$ cat config.mk
export PLATFORM = sky130hd
export DESIGN_NAME = alu_cmd_scheduler
export DESIGN_NICKNAME = d
export VERILOG_FILES = /design/src/rtl/alu_sched_pkg.sv /design/src/rtl/alu_cmd_fifo.sv /design/src/rtl/alu_cmd_scheduler.sv
export SDC_FILE = /design/constraint.sdc
export NUM_CORES = 1
export LEC_CHECK = 0
export CORE_MARGIN = 5
export CORE_UTILIZATION = 54
export DETAILED_ROUTE_END_ITERATION = 16
export MAX_ROUTING_LAYER = met4
export PLACE_DENSITY = 0.79
export SYNTH_ARGS = -nofsm -noshare
export SYNTH_HDL_FRONTEND = slang
export SYNTH_HIERARCHICAL = 1
export SYNTH_SLANG_ARGS = --single-unit
$ cat constraint.sdc
create_clock -name clock -period 3.2 [get_ports clock]
set_input_delay 0.96 -clock clock [delete_from_list [all_inputs] [get_ports clock]]
set_output_delay 0.96 -clock clock [all_outputs]
set_load 0.02 [all_outputs]
$ cat src/rtl/alu_sched_pkg.sv
`default_nettype none
//==========================================================================
// Package  : alu_sched_pkg
// Brief    : Shared opcodes, FSM state type and command record for the
//            ALU command scheduler.
// Revision : 1.0 - initial release
//==========================================================================
package alu_sched_pkg;

    localparam logic [3:0] ALU_ADD = 4'b0000;
    localparam logic [3:0] ALU_SUB = 4'b0001;
    localparam logic [3:0] ALU_MUL = 4'b0010;
    localparam logic [3:0] ALU_DIV = 4'b0011;

    // Width of the tag slot inside a queued command; the scheduler's TAG_W
    // is expected to match it.
    localparam int CMD_TAG_W = 4;

    typedef enum logic [1:0] {
        IDLE = 2'd0,
        EXEC = 2'd1,
        CAPT = 2'd2,
        RESP = 2'd3
    } sched_state_t;

    typedef struct packed {
        logic [7:0]           a;
        logic [7:0]           b;
        logic [3:0]           sel;
        logic [CMD_TAG_W-1:0] tag;
    } alu_cmd_t;

    // Opcodes the ALU cannot execute meaningfully: unknown selects and x/0.
    function automatic logic cmd_is_illegal(input logic [7:0] b, input logic [3:0] sel);
        return (sel > ALU_DIV) || ((sel == ALU_DIV) && (b == 8'd0));
    endfunction

endpackage
`default_nettype wire

$ cat src/rtl/alu_cmd_fifo.sv
`default_nettype none
//==========================================================================
// Module   : alu_cmd_fifo
// Brief    : DEPTH-entry show-ahead synchronous FIFO of alu_cmd_t with
//            asynchronous reset and full/empty/occupancy outputs.
// Revision : 1.0 - initial release
//==========================================================================
module alu_cmd_fifo
    import alu_sched_pkg::*;
#(
    parameter int DEPTH = 4
) (
    input  logic                     clock,
    input  logic                     reset,
    input  logic                     push,
    input  alu_cmd_t                 wdata,
    input  logic                     pop,
    output alu_cmd_t                 rdata,
    output logic                     full,
    output logic                     empty,
    output logic [$clog2(DEPTH):0]   count
);

    localparam int AW = $clog2(DEPTH);

    alu_cmd_t          mem [DEPTH];
    logic [AW-1:0]     wr_ptr;
    logic [AW-1:0]     rd_ptr;
    logic [AW:0]       occ;
    logic              do_push;
    logic              do_pop;

    assign full    = (occ == (AW+1)'(DEPTH));
    assign empty   = (occ == '0);
    assign do_push = push && !full;
    assign do_pop  = pop && !empty;
    assign rdata   = mem[rd_ptr];
    assign count   = occ;

    // Pointers wrap naturally because DEPTH is a power of two.
    always_ff @(posedge clock or posedge reset) begin
        if (reset) begin
            wr_ptr <= '0;
            rd_ptr <= '0;
            occ    <= '0;
        end else begin
            if (do_push) begin
                wr_ptr <= wr_ptr + 1'b1;
            end
            if (do_pop) begin
                rd_ptr <= rd_ptr + 1'b1;
            end
            case ({do_push, do_pop})
                2'b10:   occ <= occ + 1'b1;
                2'b01:   occ <= occ - 1'b1;
                default: occ <= occ;
            endcase
        end
    end

    always_ff @(posedge clock) begin
        if (do_push) begin
            mem[wr_ptr] <= wdata;
        end
    end

endmodule
`default_nettype wire

$ cat src/rtl/alu_cmd_scheduler.sv
`default_nettype none
//==========================================================================
// Module   : alu_cmd_scheduler
// Brief    : Buffers tagged ALU commands, issues them one at a time to the
//            registered ALU and returns tagged results over valid/ready.
//            Option ALU_SCHED_ERR_CHECK_EN: reject illegal ops / x/0 at pop.
// Revision : 1.0 - initial release
//==========================================================================
module alu_cmd_scheduler
    import alu_sched_pkg::*;
#(
    parameter int DEPTH = 4,
    parameter int TAG_W = CMD_TAG_W
) (
    input  logic                     clock,
    input  logic                     reset,
    input  logic                     cmd_valid,
    output logic                     cmd_ready,
    input  logic [7:0]               cmd_a,
    input  logic [7:0]               cmd_b,
    input  logic [3:0]               cmd_sel,
    input  logic [TAG_W-1:0]         cmd_tag,
    output logic [7:0]               alu_a,
    output logic [7:0]               alu_b,
    output logic [3:0]               alu_sel,
    input  logic [7:0]               alu_out,
    input  logic                     alu_carry,
    output logic                     rsp_valid,
    input  logic                     rsp_ready,
    output logic [7:0]               rsp_data,
    output logic                     rsp_carry,
    output logic [TAG_W-1:0]         rsp_tag,
    output logic                     rsp_err,
    output logic [$clog2(DEPTH):0]   count
);

    sched_state_t        state;
    alu_cmd_t            push_cmd;
    alu_cmd_t            head;
    logic                full;
    logic                empty;
    logic                push;
    logic                pop;
    logic                issue_err;
    logic [3:0]          sel_q;
    logic [TAG_W-1:0]    tag_q;
    logic                err_q;

    assign push_cmd = '{a: cmd_a, b: cmd_b, sel: cmd_sel, tag: CMD_TAG_W'(cmd_tag)};

    // Ready only reflects occupancy, so a full FIFO refuses even on a pop cycle.
    assign cmd_ready = !full;
    assign push      = cmd_valid && !full;

    // A new command leaves the FIFO from IDLE, or straight out of RESP on the
    // response handshake so back-to-back commands see no idle bubble.
    assign pop = !empty && ((state == IDLE) || ((state == RESP) && rsp_ready));

`ifdef ALU_SCHED_ERR_CHECK_EN
    assign issue_err = cmd_is_illegal(head.b, head.sel);
`else
    assign issue_err = 1'b0;
`endif

    assign rsp_err = err_q;

    alu_cmd_fifo #(
        .DEPTH (DEPTH)
    ) u_fifo (
        .clock (clock),
        .reset (reset),
        .push  (push),
        .wdata (push_cmd),
        .pop   (pop),
        .rdata (head),
        .full  (full),
        .empty (empty),
        .count (count)
    );

    always_ff @(posedge clock or posedge reset) begin
        if (reset) begin
            state     <= IDLE;
            alu_a     <= '0;
            alu_b     <= '0;
            alu_sel   <= '0;
            sel_q     <= '0;
            tag_q     <= '0;
            rsp_valid <= 1'b0;
            rsp_data  <= '0;
            rsp_carry <= 1'b0;
            rsp_tag   <= '0;
            err_q     <= 1'b0;
        end else begin
            case (state)
                IDLE: begin
                    state <= IDLE;
                end
                EXEC: begin
                    state <= CAPT;
                end
                CAPT: begin
                    rsp_valid <= 1'b1;
                    rsp_data  <= alu_out;
                    rsp_carry <= (sel_q == ALU_ADD) && alu_carry;
                    rsp_tag   <= tag_q;
                    err_q     <= 1'b0;
                    state     <= RESP;
                end
                RESP: begin
                    if (rsp_ready) begin
                        rsp_valid <= 1'b0;
                        err_q     <= 1'b0;
                        state     <= IDLE;
                    end
                end
                default: begin
                    state <= IDLE;
                end
            endcase

            // Issue overrides the per-state defaults above.
            if (pop) begin
                if (issue_err) begin
                    rsp_valid <= 1'b1;
                    err_q     <= 1'b1;
                    rsp_data  <= '0;
                    rsp_carry <= 1'b0;
                    rsp_tag   <= TAG_W'(head.tag);
                    state     <= RESP;
                end else begin
                    alu_a     <= head.a;
                    alu_b     <= head.b;
                    alu_sel   <= head.sel;
                    sel_q     <= head.sel;
                    tag_q     <= TAG_W'(head.tag);
                    state     <= EXEC;
                end
            end
        end
    end

endmodule
`default_nettype wire

### Word-level counts from Yosys, hierarchy flattened

Memory sizes are Yosys's and may differ from the RTL's. A register that Yosys moved wholly into a read port is not among the register bits.
Cells that the tools add are included.

* add/sub/neg operators: 4
* equal/unequal tests: 8
* mux-type cells: 9
* reduce and logical (&&, ||, !) cells: 15

Operator list (count)
* $pmux W2 S4: 1
* $eq A2 B2 Y1 const B: 3
* $logic_and A1 B1 Y1: 6
* $pmux W3 S2: 1
* $add A2 B1 Y2 const B: 2
* $eq A2 B1 Y1 const B: 2
* $logic_not A4 Y1: 1
* $mux W2: 2
* $pmux W1 S2: 2
* $reduce_bool A2 Y1: 2
* $add A3 B1 Y3 const B: 1
* $eq A3 B3 Y1 const B: 1
* $logic_not A3 Y1: 1
* $mux W1: 3
* $ne A3 B2 Y1 const B: 1
* $sub A3 B1 Y3 const B: 1
* $logic_not A1 Y1: 2
* $logic_not A2 Y1: 1
* $ne A2 B2 Y1 const B: 1
* $reduce_and A2 Y1: 1
* $logic_or A1 B1 Y1: 1

* register bits: 24
* memory bits (writable): 96
* input port bits: 37
* output and inout bits: 39
* memories kept: 1

Memories
* u_fifo.mem: depth 4, width 24, read ports 1, clocked after Yosys merged registers in 1, write ports 1, line alu_cmd_fifo.sv:26 `alu_cmd_t mem [DEPTH];`

### Logic depth before layout (Yosys ltp)

Gate-level depths: netlist of run 1.

* depth after elaboration: 7
* depth in mapped cells: 12
* mapped depth without buffers: 11

### Cells and area by module

Netlist of run 1, hierarchy kept.

Modules (own cells, without submodules)
* alu_cmd_fifo: times used 1, cells each 164, area an instance 3937.5 µm², sequential area each 3057.9 µm²
* alu_cmd_scheduler: times used 1, cells each 107, area an instance 1616.6 µm², sequential area each 1001.0 µm²

### Worst setup path before layout of run 1

No wires, ideal clock.

* kind: in2reg
* from: in rsp_ready
* to: reg u_fifo.occ[2], in the netlist u_fifo/count[2]
* library setup time: 0.080 ns
* arrival: 2.506 ns
* data required time: 3.120 ns
* path slack: 0.615 ns
* stages: 10
* buffers on the path: 1
* cells stage by stage: a21oi_2 > nor2_4 > buf_6 > o31a_1 > ha_1 > inv_1 > fa_1 > xor2_1 > nor2_1 > xor2_1

* cells in the longest elaborated chain, start to end: 6

RTL lines
* from (decl): line alu_cmd_scheduler.sv:29 `input logic rsp_ready,`
* $logic_and A1 B1 Y1 (*): line alu_cmd_scheduler.sv:57 `assign pop = !empty && ((state == IDLE) || ((state == RESP) && rsp_ready));`
* $logic_or A1 B1 Y1 (*): line alu_cmd_scheduler.sv:57
* $logic_and A1 B1 Y1 (*): line alu_cmd_scheduler.sv:57
* via pop: line alu_cmd_scheduler.sv:43 `logic pop;`
* $logic_and A1 B1 Y1 (*): line alu_cmd_fifo.sv:36 `assign do_pop = pop && !empty;`
* via u_fifo.do_pop: line alu_cmd_fifo.sv:31 `logic do_pop;`
* $eq A2 B1 Y1 or $eq A2 B2 Y1 (tied branches): line alu_cmd_fifo.sv:53 `case ({do_push, do_pop})`
* $pmux W3 S2 or $reduce_bool A2 Y1 (tied branches)
* to (signal assigned): line alu_cmd_fifo.sv:54 `2'b10: occ <= occ + 1'b1;`
* to (signal assigned): line alu_cmd_fifo.sv:55 `2'b01: occ <= occ - 1'b1;`
* to (decl): line alu_cmd_fifo.sv:29 `logic [AW:0] occ;`

Mark *: on every way through the listed nets, which the timed path passes. The rest lies on a longest branch.
A chain may end at the register's enable or synchronous reset.

### Final worst setup path of run 1

* from: reg u_fifo.occ[0], in the netlist u_fifo/count[0]
* to: out cmd_ready

* cells in the longest elaborated chain, start to end: 2

RTL lines
* $eq A3 B3 Y1: line alu_cmd_fifo.sv:33 `assign full = (occ == (AW+1)'(DEPTH));`
* via full: line alu_cmd_scheduler.sv:40 `logic full;`
* $logic_not A1 Y1: line alu_cmd_scheduler.sv:52 `assign cmd_ready = !full;`
* to (decl): line alu_cmd_scheduler.sv:18 `output logic cmd_ready,`

The timed path passes the listed nets, and every way through them passes these cells.

==> results of run 1 <==
==> logic make-up (layout without fill, tap and decap cells) <==
logic type	Yosys count	count (layout)	share of synthesized area [%]
AOI/OAI and AO/OA	10	10	1.08
xor gates and xnor gates	6	6	0.946
adders and majority gates	9	9	2.16
buffers and inverters	24	126	2.79
DFF	143	143	73.1
muxes	62	62	18.0
other	1	1	0.0675
and+or+nand+nor	16	16	1.91
==> layout by cell type, fill, tap and decap left out, types with 3 or more instances in the layout <==
master / count
edfxtp_1: 96
clkdlybuf4s50_1: 74
dfrtp_1: 46
mux2_2: 35
mux4_2: 18
clkbuf_16: 16
inv_1: 12
ha_1: 8
buf_4: 7
mux4_1: 6
o21ai_0: 4
inv_6: 4
and2_1: 4
a21oi_1: 3
bufinv_16: 3
clkinvlp_4: 3
xor2_1: 3
xnor2_1: 3
==> registers in the layout, indices dropped and copies added (netlist names), 3 cells and up <==
| signal | flops |
|---|---|
| alu_a | 8 |
| alu_b | 8 |
| rsp_data | 8 |
| rsp_tag | 4 |
| sel_q | 4 |
| tag_q | 4 |
| u_fifo/count | 3 |
| u_fifo/mem | 96 |
==> through the flow <==
stage	std cells	util [%]	hold slack [ns]	power, mW	instance area [um2]
after floorplan	271	-	0.475	4.63	5550
after global placement	477	63.0	0.484	5.38	6410
after detailed placement	477	63.0	0.491	5.48	6410
after CTS	509	68.8	0.505	7.50	7010
after global routing	509	68.8	0.513	7.79	7010
final	509	68.8	0.503	7.40	7010
==> power breakdown <==
part / switching [mW] / leakage, nW / internal (mW)
logic: 1.16 / 0.854 / 1.34
clock network: 0.763 / 0.285 / 1.20
registers: 0.354 / 1.43 / 2.58
total: 2.28 / 2.57 / 5.13
==> per-layer routing <==
layer,vias up,share of wire (%),track usage [%]
li1,1223,-,-
met1,1417,42,21.6
met2,86,52,29.0
met3,7,4.5,4.29
met4,0,0.65,5.19
met5,-,0,-
==> worst register-to-register path: stages (launching register included) <==
cell and delay (ns):
dfrtp_1 0.47, nor3b_2 0.29, nor2b_1 0.07, nor2b_2 0.19
inv_1 0.08, ha_1 0.18, inv_1 0.06, fa_1 0.38
xor2_1 0.15, nor2_1 0.14, xor2_1 0.17
==> worst paths after layout <==
kind	startpoint	endpoint	slack (ns)	cells past startpoint
max reg2reg	u_fifo/count[0]$_DFFE_PP0P_	u_fifo/count[2]$_DFFE_PP0P_	0.95	10
max	u_fifo/count[0]$_DFFE_PP0P_	cmd_ready	0.39	3
min in group asynchronous	reset	u_fifo/wr_ptr[1]$_DFFE_PP0P_	0.75	2
min	tag_q[1]$_DFFE_PP0P_	tag_q[1]$_DFFE_PP0P_	0.50	1
max in group asynchronous	reset	alu_a[4]$_DFFE_PP0P_	1.61	3
min reg2reg	tag_q[1]$_DFFE_PP0P_	tag_q[1]$_DFFE_PP0P_	0.50	1
==> area by class of cell <==
class | count | area, um2 | area share [%]
Sequential cell | 143 | 4060 | 57.9
Inverter | 13 | 48.8 | 0.696
Timing Repair Buffer | 81 | 793 | 11.3
Multi-Input combinational cell | 104 | 1340 | 19.1
Clock inverter | 14 | 181 | 2.59
Clock buffer | 18 | 418 | 5.96
Tap cell | 136 | 170 | 2.43
==> flow_metrics.env, run 1 <==
export IMPL_root_buffer="clkbuf_8"
export IMPL_n_fill_cell=669
export IMPL_synth_top_area_cell="edfxtp_1"
export IMPL_outcome="complete, no violations"
export IMPL_ir_worst_vdd_uv=604
export IMPL_synth_async_reset_ratio_pct=32.9
export IMPL_postSynthNetCount=317
export IMPL_drt_iter0_drc=211
export IMPL_synth_distinct_cells=32
export IMPL_wire_per_inst_um=19.5
export IMPL_fin_setup_tns_ns=0
export IMPL_diodes=0
export IMPL_boundaryPins=76
export IMPL_crit_chain="nor3b_2, inv_1, clkdlybuf4s50_1"
export IMPL_synth_area_mm2=0.00555
export IMPL_synth_top_area_share_pct=51.9
export IMPL_pre_cts_ws_ns=0.139
export IMPL_first_pass_iters=4
export IMPL_grt_max_degree=38
export IMPL_postCtsHoldBufs=0
export IMPL_antenna_found_initial=0
export IMPL_areaGrowthSynthToFinish_pct=26.2
export IMPL_critPathLaunchType="flip-flop"
export IMPL_final_setup_skew_ns=0.00873
export IMPL_htreeDepth=4
export IMPL_cap_violations=0
export IMPL_rsz0062_at_grt="false"
export IMPL_die_area_mm2=0.0124
export IMPL_fin_nets=406
export IMPL_ys_seq_area_share_pct=73.1
export IMPL_clock_tree_buffer_depth=2
export IMPL_cts_sinks=143
export IMPL_worst_slack_ns=0.388
export IMPL_cp_num_buf_inv=2
export IMPL_cts_tree="built"
export IMPL_ys_flop_type="edfxtp_1"
export IMPL_synth_avg_cell_area_um2=20.5
export IMPL_synth_common_cells="edfxtp_1, dfrtp_1, mux2_2"
export IMPL_max_stage_delay_ns=0.53
export IMPL_portBuffers=74
export IMPL_grt_pass1_wl_mm=16.1
export IMPL_power_density_mw_per_mm2=1060
export IMPL_rows=37
export IMPL_drc=0
export IMPL_yosys_warnings=6
export IMPL_setup_violations=0
export IMPL_drive_above_1_share_pct=26.5
export IMPL_grt_ovfl_total=0
export IMPL_required_ns=2.24
export IMPL_worstMarginPinSlew_ns=0.872
export IMPL_slowest_stage="clkdlybuf4s50_1"
export IMPL_hold_class="reg2reg"
export IMPL_maxSlewViolCount=0
export IMPL_via_per_inst=5.37
export IMPL_cpLargestDelayFamily="buffers and inverters"
export IMPL_fmax_ghz=0.356
export IMPL_hold_viol_final=0
export IMPL_leakagePower_nw=2.57
export IMPL_endpoint_kind="output pin"
export IMPL_numCtsBuffers=17
export IMPL_crit_type="reg2out"
export IMPL_core_area_mm2=0.0102
export IMPL_slew_headroom_pct=41.8
export IMPL_cp_max_fo=6
export IMPL_vias=2733
export IMPL_synth_area_leaders="edfxtp_1, dfrtp_1, mux4_2"
export IMPL_initial_core_util_pct=54.5
export IMPL_clkTransAtPathRegs_ns=0.06
export IMPL_synth_edf_count=96
export IMPL_ys_ff_latch=143
export IMPL_wl_mm=9.90
export IMPL_grt_use_total_pct=17.5
export IMPL_clk_latency_ns=0.50
export IMPL_dieHeight_um=111
export IMPL_cts_resized=0
export IMPL_postRouteAntennaNets=0
export IMPL_synth_most_common_cell="edfxtp_1"
export IMPL_fin_crit_ns=2.81
export IMPL_grt_pass1_vias=3090
export IMPL_die_w_um=111
export IMPL_gp_congestion=0.695
export IMPL_min_period_over_period_pct=87.9
export IMPL_postCtsSetupBuffers=0
export IMPL_crit_arrival_ns=1.85
export IMPL_syn_inst=271
export IMPL_dpl_hpwl_mm=5.82
Note: power is estimated with default switching activity, not from simulation.
==> run 2: changes to the inputs <==
CORE_UTILIZATION = 58   (was 54)
PLACE_DENSITY = 0.84   (was 0.79)
clock period = 3.6 ns   (was 3.2 ns; I/O delays follow)
==> run 2 against run 1 <==
Net effect: via count did not move; critical path depth unchanged; cell count is 1.8% lower; hold slack barely moved; routed wire length grew 6.4%; total power shrank 11%; clock-buffer cell count increased by 6; register-to-register slack better by 0.47 ns; cell area is 0.27% lower; clock skew rose by 0.00087 ns; flip-flop and latch count is the same; critical path type unchanged; largest power group unchanged.
==> flow_metrics.env, run 2 (same netlist as run 1, synthesis figures left out) <==
export IMPL_leakagePower_nw=2.58
export IMPL_dpl_hpwl_mm=6.16
export IMPL_critPathLaunchType="flip-flop"
export IMPL_maxSlewViolCount=0
export IMPL_fin_nets=404
export IMPL_root_buffer="clkbuf_8"
export IMPL_reg2reg_slack_ns=1.42
export IMPL_crit_type="reg2out"
export IMPL_grt_pass1_wl_mm=16.8
export IMPL_portBuffers=74
export IMPL_initial_core_util_pct=59.8
export IMPL_clkTransAtPathRegs_ns=0.06
export IMPL_ir_worst_vdd_uv=516
export IMPL_worstMarginPinSlew_ns=1.15
export IMPL_core_area_mm2=0.00928
export IMPL_antenna_found_initial=0
export IMPL_p_int_mw=4.59
export IMPL_setup_violations=0
export IMPL_switching_share_pct=30.4
export IMPL_rsz0062_at_grt="false"
export IMPL_p_clk_share_pct=26.4
export IMPL_cp_num_buf_inv=2
export IMPL_crit_chain="nor3b_2, inv_1, clkdlybuf4s50_1"
export IMPL_cts_resized=0
export IMPL_drive_above_1_share_pct=25.9
export IMPL_max_stage_delay_ns=0.53
export IMPL_power_mw=6.59
export IMPL_fmax_ghz=0.342
export IMPL_slew_headroom_pct=23.0
export IMPL_p_seq_share_pct=40.4
export IMPL_vias=2733
export IMPL_cp_max_fo=6
export IMPL_wl_mm=10.5
export IMPL_grt_pass1_vias=3015
export IMPL_fin_crit_ns=2.93
export IMPL_endpoint_kind="output pin"
export IMPL_cts_sinks=143
export IMPL_p_sw_mw=2.00
export IMPL_wire_per_inst_um=21.1
export IMPL_crit_arrival_ns=1.85
export IMPL_numCtsBuffers=17
export IMPL_diodes=0
export IMPL_die_area_mm2=0.0116
export IMPL_cap_violations=0
export IMPL_slowest_stage="clkdlybuf4s50_1"
export IMPL_outcome="complete, no violations"
export IMPL_postCtsHoldBufs=0
export IMPL_drt_iter0_drc=216
export IMPL_dieHeight_um=108
export IMPL_hold_class="reg2reg"
export IMPL_postCtsSetupBuffers=0
export IMPL_combPwrFrac_pct=33.1
export IMPL_htreeDepth=4
export IMPL_regMostFlops="u_fifo/mem"
export IMPL_clock_tree_buffer_depth=2
export IMPL_clk_latency_ns=0.51
export IMPL_rows=35
export IMPL_fin_setup_tns_ns=0
export IMPL_grt_max_degree=41
export IMPL_hold_viol_final=0
export IMPL_via_per_inst=5.47
export IMPL_final_util_pct=75.3
export IMPL_gp_congestion=0.673
export IMPL_postRouteAntennaNets=0
export IMPL_cts_tree="built"
export IMPL_largest_reg_flops=96
export IMPL_required_ns=2.52
export IMPL_final_cell_mix="edfxtp_1, clkdlybuf4s50_1, dfrtp_1"
export IMPL_drc=0
export IMPL_min_period_over_period_pct=81.3
export IMPL_boundaryPins=76
export IMPL_power_density_mw_per_mm2=942
export IMPL_final_setup_skew_ns=0.00960
export IMPL_cpLargestDelayFamily="buffers and inverters"
export IMPL_grt_use_total_pct=20.6
export IMPL_final_common_cell="edfxtp_1"
export IMPL_die_w_um=108
export IMPL_areaGrowthSynthToFinish_pct=25.9
export IMPL_first_pass_iters=4
export IMPL_grt_ovfl_total=0
==> run 2: cell types whose count changed in the layout (fill, tap and decap cells not counted) <==
| cell | before | now |
|---|---|---|
| buf_4 | 7 | 5 |
| bufinv_16 | 3 | 1 |
| clkbuf_1 | 1 | 2 |
| clkbuf_16 | 16 | 20 |
| clkbuf_8 | 1 | 2 |
| clkinv_2 | 1 | 4 |
| clkinv_4 | 2 | 0 |
| clkinvlp_4 | 3 | 0 |
| inv_4 | 0 | 3 |
| inv_6 | 4 | 0 |
| inv_8 | 1 | 0 |
==> run 2: power by group through the flow <==
| stage | Clock (mW) | Sequential [mW] | Combinational (mW) |
|---|---|---|---|
| floorplan | 0 | 2.76 | 1.35 |
| global placement | 0 | 2.65 | 2.12 |
| detailed placement | 0 | 2.70 | 2.19 |
| CTS | 1.77 | 2.68 | 2.22 |
| global route | 1.84 | 2.74 | 2.35 |
| finish | 1.74 | 2.66 | 2.18 |
==> run 2: cell type report <==
type | instances | area (um2)
Timing Repair Buffer | 79 | 778
Clock buffer | 24 | 536
Inverter | 13 | 48.8
Multi-Input combinational cell | 104 | 1340
Fill cell | 518 | 2290
Sequential cell | 143 | 4060
Tap cell | 129 | 161
Clock inverter | 8 | 68.8
==> run 2: stage by stage <==
stage	worst slack, ns	hold WS, ns	area (um2)	std cells
global placement	0.518	0.484	6390	468
CTS	0.639	0.509	6990	500
floorplan	0.895	0.475	5550	271
finish	0.672	0.503	6990	500
detailed placement	0.424	0.495	6390	468
global route	0.556	0.519	6990	500
==> run 2: metal layers <==
| metal | vias to the layer above | share of wire (%) | GRT usage [%] |
|---|---|---|---|
| met5 | - | 0 | - |
| met4 | 0 | 1.8 | 6.67 |
| met3 | 17 | 6.2 | 6.30 |
| met2 | 98 | 52 | 34.1 |
| met1 | 1397 | 40 | 24.4 |
| li1 | 1221 | - | - |
==> run 2: final timing paths <==
kind	cells after the start	endpoint	from
max reg2reg	10	u_fifo/count[2]$_DFFE_PP0P_	u_fifo/count[0]$_DFFE_PP0P_
max in group asynchronous	2	sel_q[2]$_DFFE_PP0P_	reset
max	3	cmd_ready	u_fifo/count[0]$_DFFE_PP0P_
min	1	rsp_data[5]$_DFFE_PP0P_	rsp_data[5]$_DFFE_PP0P_
min in group asynchronous	2	u_fifo/rd_ptr[1]$_DFFE_PP0P_	reset
min reg2reg	1	rsp_data[5]$_DFFE_PP0P_	rsp_data[5]$_DFFE_PP0P_
==> run 3: changes to the inputs <==
CORE_UTILIZATION = 49   (was 58)
PLACE_DENSITY = 0.75   (was 0.84)
clock period = 2.49 ns   (was 3.6 ns; I/O delays follow)
==> run 3 against run 2 <==
Net effect: first-iteration DRC count fell by 48%; clock-buffer cell count fell by 6; via count up 1.0%; cell area grew 2.1%; critical path depth rose by 7; critical path type is now in2reg; largest power group unchanged.
==> flow_metrics.env, run 3 (same netlist as run 1, synthesis figures left out) <==
export IMPL_initial_core_util_pct=50.6
export IMPL_slowest_stage="clkdlybuf4s50_1"
export IMPL_setup_violations=0
export IMPL_postCtsHoldBufs=0
export IMPL_max_stage_delay_ns=0.50
export IMPL_leakagePower_nw=2.64
export IMPL_hold_ws_ns=0.501
export IMPL_die_area_mm2=0.0136
export IMPL_cts_sinks=143
export IMPL_clk_latency_ns=0.41
export IMPL_cap_violations=0
export IMPL_dpl_hpwl_mm=6.15
export IMPL_grt_use_total_pct=17.1
export IMPL_grt_ovfl_total=0
export IMPL_critPathLaunchType="input port"
export IMPL_place_inst=487
export IMPL_hold_viol_final=0
export IMPL_pre_cts_ws_ns=-0.214
export IMPL_drive_above_1_share_pct=27.9
export IMPL_fmax_ghz=0.441
export IMPL_root_buffer="clkbuf_16"
export IMPL_stdcell_area_mm2=0.00714
export IMPL_clock_tree_buffer_depth=2
export IMPL_wl_mm=10.0
export IMPL_areaGrowthSynthToFinish_pct=28.6
export IMPL_htreeDepth=4
export IMPL_fin_setup_tns_ns=0
export IMPL_fin_nets=413
export IMPL_r2r_start="u_fifo/count[0]$_DFFE_PP0P_"
export IMPL_final_setup_skew_ns=0.00900
export IMPL_diodes=0
export IMPL_endpoint_kind="flip-flop"
export IMPL_min_period_over_period_pct=91.2
export IMPL_required_ns=2.82
export IMPL_vias=2761
export IMPL_die_w_um=116
export IMPL_power_mw=9.67
export IMPL_numCtsBuffers=17
export IMPL_rsz0062_at_grt="false"
export IMPL_crit_arrival_ns=2.60
export IMPL_crit_type="in2reg"
export IMPL_drt_iter0_drc=113
export IMPL_crit_chain="clkdlybuf4s50_1, a21oi_2, nor2_4, o31a_1, ha_1, inv_1, fa_1, xor2_1, nor2_1, xor2_1"
export IMPL_rows=38
export IMPL_regMostFlops="u_fifo/mem"
export IMPL_via_per_inst=5.31
export IMPL_ir_worst_vdd_uv=787
export IMPL_wire_per_inst_um=19.3
export IMPL_final_util_pct=65.0
export IMPL_cpLargestDelayFamily="buffers and inverters"
export IMPL_power_density_mw_per_mm2=1350
export IMPL_postRouteAntennaNets=0
export IMPL_maxSlewViolCount=0
export IMPL_grt_max_degree=26
export IMPL_drc=0
export IMPL_largest_reg_flops=96
export IMPL_dieHeight_um=116
export IMPL_cp_max_fo=2
export IMPL_antenna_found_initial=0
export IMPL_gp_congestion=0.758
export IMPL_boundaryPins=76
export IMPL_hold_class="reg2reg"
export IMPL_worst_slack_ns=0.220
export IMPL_place_area_mm2=0.00653
export IMPL_grt_pass1_wl_mm=16.3
export IMPL_worstMarginPinSlew_ns=0.669
export IMPL_final_common_cell="edfxtp_1"
export IMPL_outcome="complete, no violations"
export IMPL_crit_path_frequent_cell="xor2_1"
export IMPL_clkTransAtPathRegs_ns=0.06
export IMPL_cts_tree="built"
export IMPL_holdCritStartpoint="tag_q[2]$_DFFE_PP0P_"
export IMPL_cp_num_buf_inv=2
export IMPL_grt_pass1_vias=3054
export IMPL_fin_cells=520
export IMPL_fin_crit_ns=2.27
export IMPL_first_pass_iters=5
export IMPL_slew_headroom_pct=55.4
export IMPL_core_area_mm2=0.0110
export IMPL_cp_startpoint="rsp_ready"
export IMPL_final_cell_mix="edfxtp_1, clkdlybuf4s50_1, dfrtp_1"
export IMPL_portBuffers=74
[run 3: changes by cell type in the layout (fill, tap and decap cells not counted), sizes merged]
cell / previous run / this run
buf: 5 / 14
bufinv: 1 / 3
clkbuf: 24 / 18
clkdlybuf4s50: 74 / 73
clkinv: 4 / 6
dlymetal6s2s: 0 / 1
inv: 16 / 18
[run 3: repair_timing]
item | in CTS | in global routing
pin swaps | 1 | 0
gates resized for setup | 0 | 1
endpoints found under the setup margin | 1 | 1
setup buffers | 1 | 0
[run 3: worst paths after layout]
check                                              end  slack (ns)  cells past startpoint
setup / recovery           u_fifo/count[2]$_DFFE_PP0P_        0.22                     10
hold / removal                    tag_q[2]$_DFFE_PP0P_        0.50                      1
setup reg to reg           u_fifo/count[2]$_DFFE_PP0P_        0.35                     11
hold reg to reg                   tag_q[2]$_DFFE_PP0P_        0.50                      1
max in group asynchronous        rsp_carry$_DFFE_PP0P_        1.23                      3
min in group asynchronous  u_fifo/count[1]$_DFFE_PP0P_        0.63                      2
[run 3: area by class of cell]
type | instances | area [um2]
well taps | 140 | 175
multi-input cells | 104 | 1340
clock buffers | 18 | 429
clock inverters | 14 | 179
inverters | 13 | 48.8
repair buffers | 88 | 911
flip-flops and latches | 143 | 4060
fillers | 753 | 3840
[run 3: power by group]
group          internal [mW]  total, mW  leakage [nW]  switching [mW]
registers               3.32       3.69          1.43           0.372
clock network           1.59       2.57         0.300           0.979
logic                   1.83       3.41         0.908            1.58
total                   6.74       9.67          2.64            2.93
[run 3: metal layers]
layer	GRT usage (%)	vias to the layer above	wire length [um]
met1	21.2	1439	4300
met3	5.91	7	556
met2	26.9	78	5090
met4	4.87	0	91
met5	-	-	0
li1	-	1237	-
==> RTL edit 1, RTL diff (flow settings as in run 1) <==
Put a register stage on the output `count`, without a reset. The value now appears one clock later. The other outputs are not delayed to match.
--- a/src/rtl/alu_cmd_scheduler.sv
+++ b/src/rtl/alu_cmd_scheduler.sv
@@ -33,6 +33,8 @@
     output logic                     rsp_err,
     output logic [$clog2(DEPTH):0]   count
 );
+
+    logic [$clog2(DEPTH):0] count_d;
 
     sched_state_t        state;
     alu_cmd_t            push_cmd;
@@ -75,7 +77,7 @@
         .rdata (head),
         .full  (full),
         .empty (empty),
-        .count (count)
+        .count (count_d)
     );
 
     always_ff @(posedge clock or posedge reset) begin
@@ -140,6 +142,10 @@
         end
     end
 
+    always_ff @(posedge clock) begin
+        count <= count_d;
+    end
+
 endmodule
 `default_nettype wire
 
Formal check against the unedited RTL: not equivalent (Yosys sat finds a counterexample within 4 cycles, from zero or initial values and one cycle with reset high).
==> RTL edit 1 against run 1 <==
Sequential power is 3% higher. Maximum frequency is 1.2% lower. Routed wire length is 1.2% higher. Synthesized area is 1.1% higher. Total power is 0.19% higher. Design area is 0.84% higher. Sequential cell count is 3 higher. Worst setup slack worse by 0.034 ns. Critical path type unchanged. Critical endpoint unchanged.
==> RTL edit 1: results (changes against run 1) <==
* Layout net count at 410 (+0.99%)
* Yosys cell types at 33 (+3.1%)
* Async S/R FF share, synth at 32.2% (-0.68 points)
* Number of global-route vias before repair at 2996 (-3.0%)
* Pleak at 2.60 nW (+1.4%)
* Sequential share of the synthesized area at 73.4% (+0.29 points)
* Maximum number of pins on one net before global-route repair at 27 (-29%)
* WL final at 10000 um (+1.2%)
* Drt first-iter violations at 132 (-37%)
* Layout cell share with drive strength beyond 1 at 26.0% (-0.55 points)
* Net Sw Power at 0.00222 W (-2.6%)
* Synth top area share at 51.3% (-0.56 points)
* Arr. time, crit path at 1.89 ns (+0.04 ns)
* Ranking of synthesized cells by area: edfxtp_1 51%, dfrtp_1 21%, mux4_2 7.2%
* Routability cong. at 0.715 (+2.9%)
* Worst skew pair latency at 0.51 ns
* Tot GR Track Use at 17.5% (+0.023 points)
* Die area at 12500 um2 (+0.99%)
* First-pass GRT wire length at 16000 um (-0.51%)
* Syn nets at 320 (+0.95%)
* CTS max path bufs at 2 (unchanged)
* HPWL after DPL at 6220 um (+6.8%)
* Largest register FFs at 96 (unchanged)
* Outcome: finished, final reports clean
* Setup Skew at 0.00988 ns (+0.00115 ns)
* H-tree levels at 4 (unchanged)
* Actual slew at the worst max-slew pin at 0.845 ns (-0.0278 ns)
* Via total after detailed routing at 2743 (+0.37%)
* Worst vdd ir at 0.567 mV (-6.2%)
* 1st-pass router iterations at 4 (unchanged)
## RTL edit 1: cell count changes after synthesis, sizes merged
cell and change:
dfxtp +3
## RTL edit 1: layout make-up
| type | count | area (um2) |
|---|---|---|
| flip-flops and latches | 146 | 4120 |
| fillers | 636 | 3160 |
| multi-input cells | 104 | 1340 |
| repair buffers | 82 | 801 |
| clock buffers | 23 | 489 |
| well taps | 136 | 170 |
| clock inverters | 9 | 101 |
| inverters | 13 | 48.8 |
## RTL edit 1: worst paths after layout
kind	slack [ns]	start	to	cells past startpoint
hold reg to reg	0.49	u_fifo/count[2]$_DFFE_PP0P_	count[2]$_DFF_P_	0
setup reg to reg	0.99	u_fifo/count[0]$_DFFE_PP0P_	u_fifo/count[2]$_DFFE_PP0P_	10
setup / recovery	0.35	u_fifo/count[0]$_DFFE_PP0P_	cmd_ready	3
hold / removal	0.49	u_fifo/count[2]$_DFFE_PP0P_	count[2]$_DFF_P_	0
max in group asynchronous	1.86	reset	tag_q[2]$_DFFE_PP0P_	3
min in group asynchronous	0.75	reset	alu_a[2]$_DFFE_PP0P_	2
## RTL edit 1: cell families after synthesis
kind of cell / share of synthesized area [%]
adder cells (fa/ha/maj): 2.14
AO/OA/AOI/OAI: 1.07
buffers and inverters: 2.76
multiplexers: 17.8
XOR/XNOR: 0.936
flip-flops: 73.4
AND/OR/NAND/NOR: 1.89
other: 0.0668
## RTL edit 1: power groups by stage
stage | Sequential (W) | Combinational (W) | Clock, W
floorplan | 0.00317 | 0.00152 | 0
global placement | 0.00302 | 0.00242 | 0
detailed placement | 0.00307 | 0.00249 | 0
CTS | 0.00304 | 0.00252 | 0.00195
global route | 0.00311 | 0.00265 | 0.00204
finish | 0.00303 | 0.00247 | 0.00192
## RTL edit 1: per-stage QoR
step	hold slack, ns	util [%]	worst slack [ns]	std cells	area, um2
finish	0.486	69.1	0.353	513	7070
global route	0.518	69.1	0.245	513	7070
CTS	0.491	69.1	0.307	513	7070
detailed placement	0.475	63.3	0.160	481	6480
global placement	0.463	63.3	0.218	481	6480
floorplan	0.416	-	0.615	274	5610
## RTL edit 1: worst register-to-register path, stage by stage, from the launching register on
cell,delay [ns]
dfrtp_1,0.45
nor3b_2,0.31
nor2b_1,0.07
nor2b_2,0.21
inv_1,0.08
ha_1,0.17
inv_1,0.06
fa_1,0.37
xor2_1,0.15
nor2_1,0.11
xor2_1,0.15
## RTL edit 1: layer usage
metal	share of wire (%)	global-route usage (%)	vias up	wire length, um
met5	0	-	-	0
met4	1.4	6.33	0	138
met3	5.6	5.16	13	565
met2	50	27.9	89	5030
met1	43	21.6	1412	4300
li1	-	-	1229	-
==> RTL edit 2, RTL diff (config.mk and constraints of run 1) <==
Made on the original files. The option `ALU_SCHED_ERR_CHECK_EN` is turned on by a define.
--- a/src/rtl/alu_cmd_scheduler.sv
+++ b/src/rtl/alu_cmd_scheduler.sv
@@ -6,6 +6,8 @@
 //            Option ALU_SCHED_ERR_CHECK_EN: reject illegal ops / x/0 at pop.
 // Revision : 1.0 - initial release
 //==========================================================================
+`define ALU_SCHED_ERR_CHECK_EN
+
 module alu_cmd_scheduler
     import alu_sched_pkg::*;
 #(
Function: changed (a bounded check fails within 4 cycles, from zero or initial values and one cycle with reset high).
==> RTL edit 2 against run 1 <==
Total power up 2.5%. Die area grew 3.8%. Synthesized cell count up 6.6%. Sequential cell count up 1. Worst setup slack got worse by 0.066 ns. Routed wire length grew 5.5%. Maximum frequency fell by 2.3%. Design area grew 4.2%. Non-clock buffer count up 8. Synthesized area grew 4.2%. Critical endpoint is now tag_q[1]$_DFFE_PP0P_. Largest cell class unchanged. Largest power group unchanged.
==> RTL edit 2: results (changes against run 1) <==
* Tot GR Track Use at 18.0% (+0.53 points)
* Setup Skew at 0.00741 ns (-0.00132 ns)
* Fmax achieved at 347 MHz (-2.3%)
* Hold EP: rsp_err$_DFF_PP0_
* Ranking of synthesized cells by area: edfxtp_1 50%, dfrtp_1 21%, mux4_2 7.0%
* Outcome: finished, final reports clean
* Layout cell share with drive strength beyond 1 at 23.6% (-3.0 points)
* Routed wl met2 at 5350 um (+3.1%)
* Drt first-iter violations at 164 (-22%)
* Xor/xnor share of the synthesized area at 0.908% (-0.038 points)
* Met3 usage at 3.66% (-0.63 points)
* Pint at 0.00520 W (+1.4%)
* Layout net count at 433 (+6.7%)
* Arr. time, crit path at 3.26 ns (+1.41 ns)
* Synth Area in Compound Gates at 1.43% (+0.35 points)
* Syn nets at 336 (+6.0%)
* Met3 routed WL at 494 um (+11%)
* Pwr Total at 0.00759 W (+2.5%)
* Commonest cells in the netlist: 96 x edfxtp_1, 48 x dfrtp_1, 18 x mux2_4, 18 x mux4_2
* Met2 Usage GRT at 29.1% (+0.062 points)
* CP max stage delay at 0.64 ns (+0.11 ns)
* Pleak at 2.80 nW (+9.2%)
* Worst-path maximum fanout at 24 (+18)
* CP delay by family, top: multiplexers
* Clock share of power at 26.0% (-0.6 points)
* M1 wire length at 4550 um (+8.2%)
## RTL edit 2: cell count changes in the layout (fill, tap and decap cells not counted), sizes merged, moves of 3 or more
| cell | change |
|---|---|
| o21ai | -3 |
| nor2 | +9 |
| mux2 | -6 |
| mux2i | +9 |
| buf | +7 |
## RTL edit 2: per-stage QoR
stage | cell area [um2] | cells | utilization (%)
2_1_floorplan | 5790 | 289 | -
3_3_place_gp | 6710 | 503 | 64.7
3_5_place_dp | 6710 | 503 | 64.7
4_1_cts | 7310 | 535 | 70.5
5_1_grt | 7310 | 535 | 70.5
6_report | 7310 | 535 | 70.5
## RTL edit 2: cell type report
type	instances	area (um2)
fillers	686	3060
inverters	11	41.3
repair buffers	89	856
well taps	136	170
multi-input cells	123	1560
clock inverters	14	180
clock buffers	18	418
flip-flops and latches	144	4090
